**src/rtl/stream_fifo_pkg.sv**
```systemverilog
// Shared handshake-operation encoding for the stream FIFO.
package stream_fifo_pkg;

  typedef enum logic [1:0] {
    SF_OP_IDLE  = 2'd0,
    SF_OP_WRITE = 2'd1,
    SF_OP_READ  = 2'd2,
    SF_OP_BOTH  = 2'd3
  } sf_op_e;

  function automatic sf_op_e sf_decode(input logic wr_en, input logic rd_en);
    return sf_op_e'({rd_en, wr_en});
  endfunction

endpackage

```
**src/rtl/stream_fifo_ram.sv**
```systemverilog
// DEPTH x DATA_WIDTH storage: synchronous write, asynchronous read, no reset.
module stream_fifo_ram #(
  parameter int ADDR_WIDTH = 4,
  parameter int DATA_WIDTH = 128,
  parameter int DEPTH      = 16
) (
  input  logic                  clk,
  input  logic                  i_wr_en,
  input  logic [ADDR_WIDTH-1:0] i_wr_addr,
  input  logic [DATA_WIDTH-1:0] i_wr_data,
  input  logic [ADDR_WIDTH-1:0] i_rd_addr,
  output logic [DATA_WIDTH-1:0] o_rd_data
);

  logic [DATA_WIDTH-1:0] r_mem [0:DEPTH-1];

  // storage write port
  always_ff @(posedge clk) begin
    if (i_wr_en) begin
      r_mem[i_wr_addr] <= i_wr_data;
    end
  end

  assign o_rd_data = r_mem[i_rd_addr];

endmodule

```
**src/rtl/stream_fifo.sv**
```systemverilog
// First-word-fall-through stream FIFO with valid/ready on both sides.
// Optional macro STREAM_FIFO_COUNT_EN exposes the occupancy as fifo_count.
module stream_fifo
  import stream_fifo_pkg::*;
#(
  parameter int ADDR_WIDTH = 4,
  parameter int DATA_WIDTH = 128,
  parameter int DEPTH      = 16
) (
  input  logic                  clk,
  input  logic                  resetn,
  input  logic                  fifo_write_tvalid,
  output logic                  fifo_write_tready,
  input  logic [DATA_WIDTH-1:0] fifo_wdata,
  output logic                  fifo_read_tvalid,
  input  logic                  fifo_read_tready,
  output logic [DATA_WIDTH-1:0] fifo_rdata,
  output logic                  fifo_almost_full,
  output logic                  fifo_full,
  output logic                  fifo_empty
`ifdef STREAM_FIFO_COUNT_EN
  ,
  output logic [ADDR_WIDTH:0]   fifo_count
`endif
);

  localparam logic [ADDR_WIDTH-1:0] LP_PTR_ZERO = {ADDR_WIDTH{1'b0}};
  localparam logic [ADDR_WIDTH-1:0] LP_PTR_ONE  = ADDR_WIDTH'(1);
  localparam logic [ADDR_WIDTH-1:0] LP_LAST_PTR = ADDR_WIDTH'(DEPTH - 1);
  localparam logic [ADDR_WIDTH:0]   LP_CNT_ZERO = {(ADDR_WIDTH+1){1'b0}};
  localparam logic [ADDR_WIDTH:0]   LP_CNT_ONE  = (ADDR_WIDTH+1)'(1);
  localparam logic [ADDR_WIDTH:0]   LP_DEPTH    = (ADDR_WIDTH+1)'(DEPTH);
  localparam logic [ADDR_WIDTH:0]   LP_AFULL    = (ADDR_WIDTH+1)'(DEPTH - 1);

  logic [ADDR_WIDTH-1:0] r_wr_ptr;
  logic [ADDR_WIDTH-1:0] r_rd_ptr;
  logic [ADDR_WIDTH:0]   r_count;
  logic                  r_empty;
  logic                  r_full;
  logic                  r_almost_full;

  logic [ADDR_WIDTH-1:0] w_wr_ptr_nxt;
  logic [ADDR_WIDTH-1:0] w_rd_ptr_nxt;
  logic [ADDR_WIDTH:0]   w_count_nxt;
  logic                  w_wr_en;
  logic                  w_rd_en;
  sf_op_e                w_op;

  // Wrap explicitly so non-power-of-two depths never index past DEPTH-1.
  function automatic logic [ADDR_WIDTH-1:0] f_ptr_inc(input logic [ADDR_WIDTH-1:0] ptr);
    if (ptr == LP_LAST_PTR) begin
      return LP_PTR_ZERO;
    end else begin
      return ptr + LP_PTR_ONE;
    end
  endfunction

  assign fifo_write_tready = !r_full;
  assign fifo_read_tvalid  = !r_empty;
  assign fifo_full         = r_full;
  assign fifo_empty        = r_empty;
  assign fifo_almost_full  = r_almost_full;

  assign w_wr_en = fifo_write_tvalid && !r_full;
  assign w_rd_en = fifo_read_tready && !r_empty;
  assign w_op    = sf_decode(w_wr_en, w_rd_en);

  // next pointer and occupancy from the accepted handshakes
  always_comb begin
    w_wr_ptr_nxt = r_wr_ptr;
    w_rd_ptr_nxt = r_rd_ptr;
    w_count_nxt  = r_count;
    case (w_op)
      SF_OP_WRITE: begin
        w_wr_ptr_nxt = f_ptr_inc(r_wr_ptr);
        w_count_nxt  = r_count + LP_CNT_ONE;
      end
      SF_OP_READ: begin
        w_rd_ptr_nxt = f_ptr_inc(r_rd_ptr);
        w_count_nxt  = r_count - LP_CNT_ONE;
      end
      SF_OP_BOTH: begin
        w_wr_ptr_nxt = f_ptr_inc(r_wr_ptr);
        w_rd_ptr_nxt = f_ptr_inc(r_rd_ptr);
      end
      SF_OP_IDLE: begin
        w_count_nxt = r_count;
      end
      default: begin
        w_count_nxt = r_count;
      end
    endcase
  end

  // Flags are registered from the next count so handshakes come straight off flops.
  always_ff @(posedge clk or negedge resetn) begin
    if (!resetn) begin
      r_wr_ptr      <= LP_PTR_ZERO;
      r_rd_ptr      <= LP_PTR_ZERO;
      r_count       <= LP_CNT_ZERO;
      r_empty       <= 1'b1;
      r_full        <= 1'b0;
      r_almost_full <= 1'b0;
    end else begin
      r_wr_ptr      <= w_wr_ptr_nxt;
      r_rd_ptr      <= w_rd_ptr_nxt;
      r_count       <= w_count_nxt;
      r_empty       <= (w_count_nxt == LP_CNT_ZERO);
      r_full        <= (w_count_nxt == LP_DEPTH);
      r_almost_full <= (w_count_nxt >= LP_AFULL);
    end
  end

  stream_fifo_ram #(
    .ADDR_WIDTH (ADDR_WIDTH),
    .DATA_WIDTH (DATA_WIDTH),
    .DEPTH      (DEPTH)
  ) u_ram (
    .clk       (clk),
    .i_wr_en   (w_wr_en),
    .i_wr_addr (r_wr_ptr),
    .i_wr_data (fifo_wdata),
    .i_rd_addr (r_rd_ptr),
    .o_rd_data (fifo_rdata)
  );

`ifdef STREAM_FIFO_COUNT_EN
  assign fifo_count = r_count;
`else
  // occupancy stays internal and only drives the status flags
`endif

endmodule

```
**config.mk**
```make
export PLATFORM = sky130hd
export DESIGN_NAME = stream_fifo
export DESIGN_NICKNAME = d
export VERILOG_FILES = /design/src/rtl/stream_fifo_pkg.sv /design/src/rtl/stream_fifo_ram.sv /design/src/rtl/stream_fifo.sv
export SDC_FILE = /design/constraint.sdc
export NUM_CORES = 2
export LEC_CHECK = 0
export CORE_ASPECT_RATIO = 0.75
export CORE_MARGIN = 4
export CORE_UTILIZATION = 60
export DETAILED_ROUTE_END_ITERATION = 8
export PLACE_DENSITY = 0.86
export REMOVE_ABC_BUFFERS = 1
export SLEW_MARGIN = 15
export SYNTH_ARGS = -nofsm -noshare
export SYNTH_HDL_FRONTEND = slang
export SYNTH_HIERARCHICAL = 1
export SYNTH_SLANG_ARGS = --single-unit
```
**constraint.sdc**
```tcl
create_clock -name clk -period 24.1 [get_ports clk]
set_clock_uncertainty 0.05 [all_clocks]
set_input_delay 4.82 -clock clk [delete_from_list [all_inputs] [get_ports clk]]
set_output_delay 4.82 -clock clk [all_outputs]
set_load 0.1 [all_outputs]
```
==> flow_summary.json <==
{
  "outcome": "finished, final reports clean",
  "drc": 0,
  "synthMuxAreaShare_pct": 15.1,
  "synthTopCellsByArea": "edfxtp_1 (79%), mux4_2 (14%), a22oi_1 (2.1%)",
  "ys_seq_elements": 2064,
  "max_freq_ghz": 0.0867,
  "h-tree-depth": 4,
  "synth_area_um2": 77800,
  "ctsResizeCount": 0,
  "hold_class": "reg2reg",
  "placementRows": 114,
  "cts_hold_buf": 0,
  "grt_max_degree": 160,
  "ir_worst_vdd_mv": 0.160,
  "yosys_warnings": 6,
  "die_h_um": 320,
  "synth_edf_count": 2048,
  "timing.rr.start": "fifo_full$_DFF_PN0_",
  "ys_types": 44,
  "crit_type": "reg2out",
  "synth_top_family_by_area": "multiplexers",
  "die_area_um2": 135000,
  "dieWidth_um": 424,
  "layout_commonest_cell": "edfxtp_1",
  "critical_path.cell_chain": "buf_12 > buf_4 > buf_4 > nor2b_1 > buf_4 > a22oi_1 > o21ai_0 > clkdlybuf4s50_1",
  "drt_iter0_drc": 5785,
  "grt_setup_unrepaired": "false",
  "rrSetupSlack_ns": 19.44,
  "r2r_end": "u_ram/r_mem[5][63]$_DFFE_PP_",
  "cts.sinks": 2064,
  "core-area_um2": 129000,
  "mostFrequentLayoutCells": "edfxtp_1 (2,048), mux4_2 (477), clkdlybuf4s50_1 (264)",
  "period_minus_slack_ns": 11.54,
  "clkTransAtPathRegs_ns": 0.06,
  "design_area_um2": 88300,
  "finalSetupViolCount": 0,
  "endpoint_kind": "primary output",
  "cts_buffers": 181,
  "gr-usage-met1_pct": 39.6,
  "wirelength_um": 189000,
  "hold_violations": 0,
  "intPower_w": 0.00735,
  "start_util_pct": 60.4,
  "crit_top_cell": "buf_4",
  "met2_usage_pct": 44.6,
  "cts_setup_buffers": 0,
  "max_cap_viol_count": 0,
  "drt-vias-per-instance": 6.91,
  "async_reset_ff_share_pct": 0.775,
  "cts_root_buf": "clkbuf_16",
  "antenna_found_initial": 25,
  "firstDrtPassIters": 5,
  "hpwl_um": 89500,
  "areaGrowthSynthToFinish_pct": 13.6,
  "clockBufferDepth": 3,
  "rr_worst_depth": 8,
  "yosysTopAreaCellShare_pct": 79.1,
  "power_density_nw_per_um2": 136,
  "drive_gt1_share_pct": 23.3,
  "switching_share_pct": 39.0,
  "fin_crit_sh_pct": 47.9,
  "synth_seq_area_share_pct": 79.6,
  "place_ws_ns": 13.29,
  "crit_fanout": 118,
  "yosysTopAreaCell": "edfxtp_1",
  "relSlewSlack_pct": 21.0,
  "port_buffers": 264,
  "drv_slew": 0,
  "layout_setup_ws_ns": 12.56,
  "arrival_ns": 6.67,
  "synthCells": 3317,
  "grt_busiest_layer": "met2",
  "drtAntennaViolNets": 0,
  "synthAdderAreaFrac_pct": 0.0804,
  "total_power_w": 0.0121,
  "fin_nets": 3788,
  "power_frac_seq_pct": 37.1,
  "grt_pass1_wl_um": 275000,
  "ioPinCount": 265,
  "syn_avg_cell_area_um2": 23.4,
  "power.switching_w": 0.00470,
  "synth-simple-area-share_pct": 1.20,
  "fin_util_pct": 68.6,
  "crit_end": "fifo_rdata[103]",
  "startpoint_type": "flip-flop",
  "synth-compound-area-share_pct": 2.82,
  "critical-path-slowest-cell": "clkdlybuf4s50_1",
  "combPwrFrac_pct": 39.3,
  "clock_power_share_pct": 23.7,
  "routedWlPerCell_um": 34.0,
  "vias": 38400,
  "synth-xor-area-share_pct": 0.0676,
  "grt_use_met3_pct": 6.55,
  "grt_pass1_vias": 39500,
  "critPathLaunch": "r_rd_ptr[0]$_DFFE_PN0P_",
  "cts_tree": "done",
  "p_leak_nw": 27.5,
  "tightestPinTransition_ns": 1.19,
  "grtUsageTotal_pct": 28.1,
  "worstPathRequired_ns": 19.23,
  "gp_congestion": 0.741,
  "insertion_delay_ns": 0.80,
  "grt_overflow": 0,
  "dpl_cell_area_um2": 82500,
  "synth_ff_type": "edfxtp_1",
  "crit_path_max_incr_delay_ns": 1.21
}
metal layers:
layer | vias to the layer above | share of wire [%]
met3 | 384 | 11
met2 | 2900 | 50
met4 | 14 | 2.7
li1 | 14900 | -
met1 | 20200 | 37
met5 | - | 0.049
worst min path at each step:
stage / slack, ns / depth (start not counted) / end / start
after floorplan: 0.47 / 1 / r_wr_ptr[3]$_DFFE_PN0P_ / r_wr_ptr[3]$_DFFE_PN0P_
after global placement: 0.48 / 2 / r_count[4]$_DFF_PN0_ / r_count[4]$_DFF_PN0_
after detailed placement: 0.51 / 2 / r_count[4]$_DFF_PN0_ / r_count[4]$_DFF_PN0_
after CTS: 0.52 / 2 / r_count[4]$_DFF_PN0_ / r_count[4]$_DFF_PN0_
after global routing: 0.53 / 2 / r_count[4]$_DFF_PN0_ / r_count[4]$_DFF_PN0_
final: 0.51 / 2 / r_count[4]$_DFF_PN0_ / r_count[4]$_DFF_PN0_
power by group through the flow:
| stage | logic [W] | clock network [W] | registers, W |
|---|---|---|---|
| floorplan | 0.00434 | 0 | 0.00483 |
| global placement | 0.00463 | 0 | 0.00450 |
| detailed placement | 0.00469 | 0 | 0.00453 |
| CTS | 0.00475 | 0.00289 | 0.00446 |
| global route | 0.00490 | 0.00305 | 0.00449 |
| finish | 0.00473 | 0.00285 | 0.00447 |
state kept, by name, summed over array words and instances, names as in the netlist:
register,flops
fifo_almost_full,1
fifo_empty,1
r_wr_ptr,4
fifo_full,1
r_count,5
u_ram/r_mem,2048
r_rd_ptr,4
logic make-up after synthesis:
kind of cell,count (synthesis)
AOI/OAI and AO/OA,294
xor gates and xnor gates,6
adders and majority gates,5
buffers and inverters,185
DFF,2064
muxes,568
and+or+nand+nor,195
synth_stat cells, types with 6 or more instances:
master    instances
a221oi_1         12
a22oi_1         216
buf_1             8
buf_2            90
buf_4            10
buf_6             6
clkbuf_1         65
dfrtp_1          15
edfxtp_1       2048
inv_1             6
mux2_2           65
mux2i_1          26
mux4_2          477
nand2_1         104
nand2b_1         16
nor2_1           17
nor2b_1          33
o21ai_0          24
o221ai_1         23
o22a_1            6
through the flow:
step                      cells  TNS (ns)  hold WS, ns
after floorplan            3138   -221.30        0.469
after global placement     5208         0        0.485
after detailed placement   5208         0        0.507
after CTS                  5537         0        0.517
after global routing       5547         0        0.533
final                      5556         0        0.511
worst max-delay path, delay by kind of cell (launching register included):
kind | cells | cell delay (ns)
compound gates | 2 | 0.32
flops | 1 | 1.01
simple gates | 1 | 0.36
buf+inv | 5 | 3.97
final cells by class:
type / instances / area, um2
multi-input cells: 1068 / 15100
repair buffers: 330 / 3290
clock buffers: 217 / 4810
clock inverters: 112 / 933
well taps: 1740 / 2180
inverters: 6 / 22.5
fillers: 7216 / 40500
diodes: 19 / 47.5
flip-flops and latches: 2064 / 61900
No activity file was read; power rests on OpenSTA's default activity.
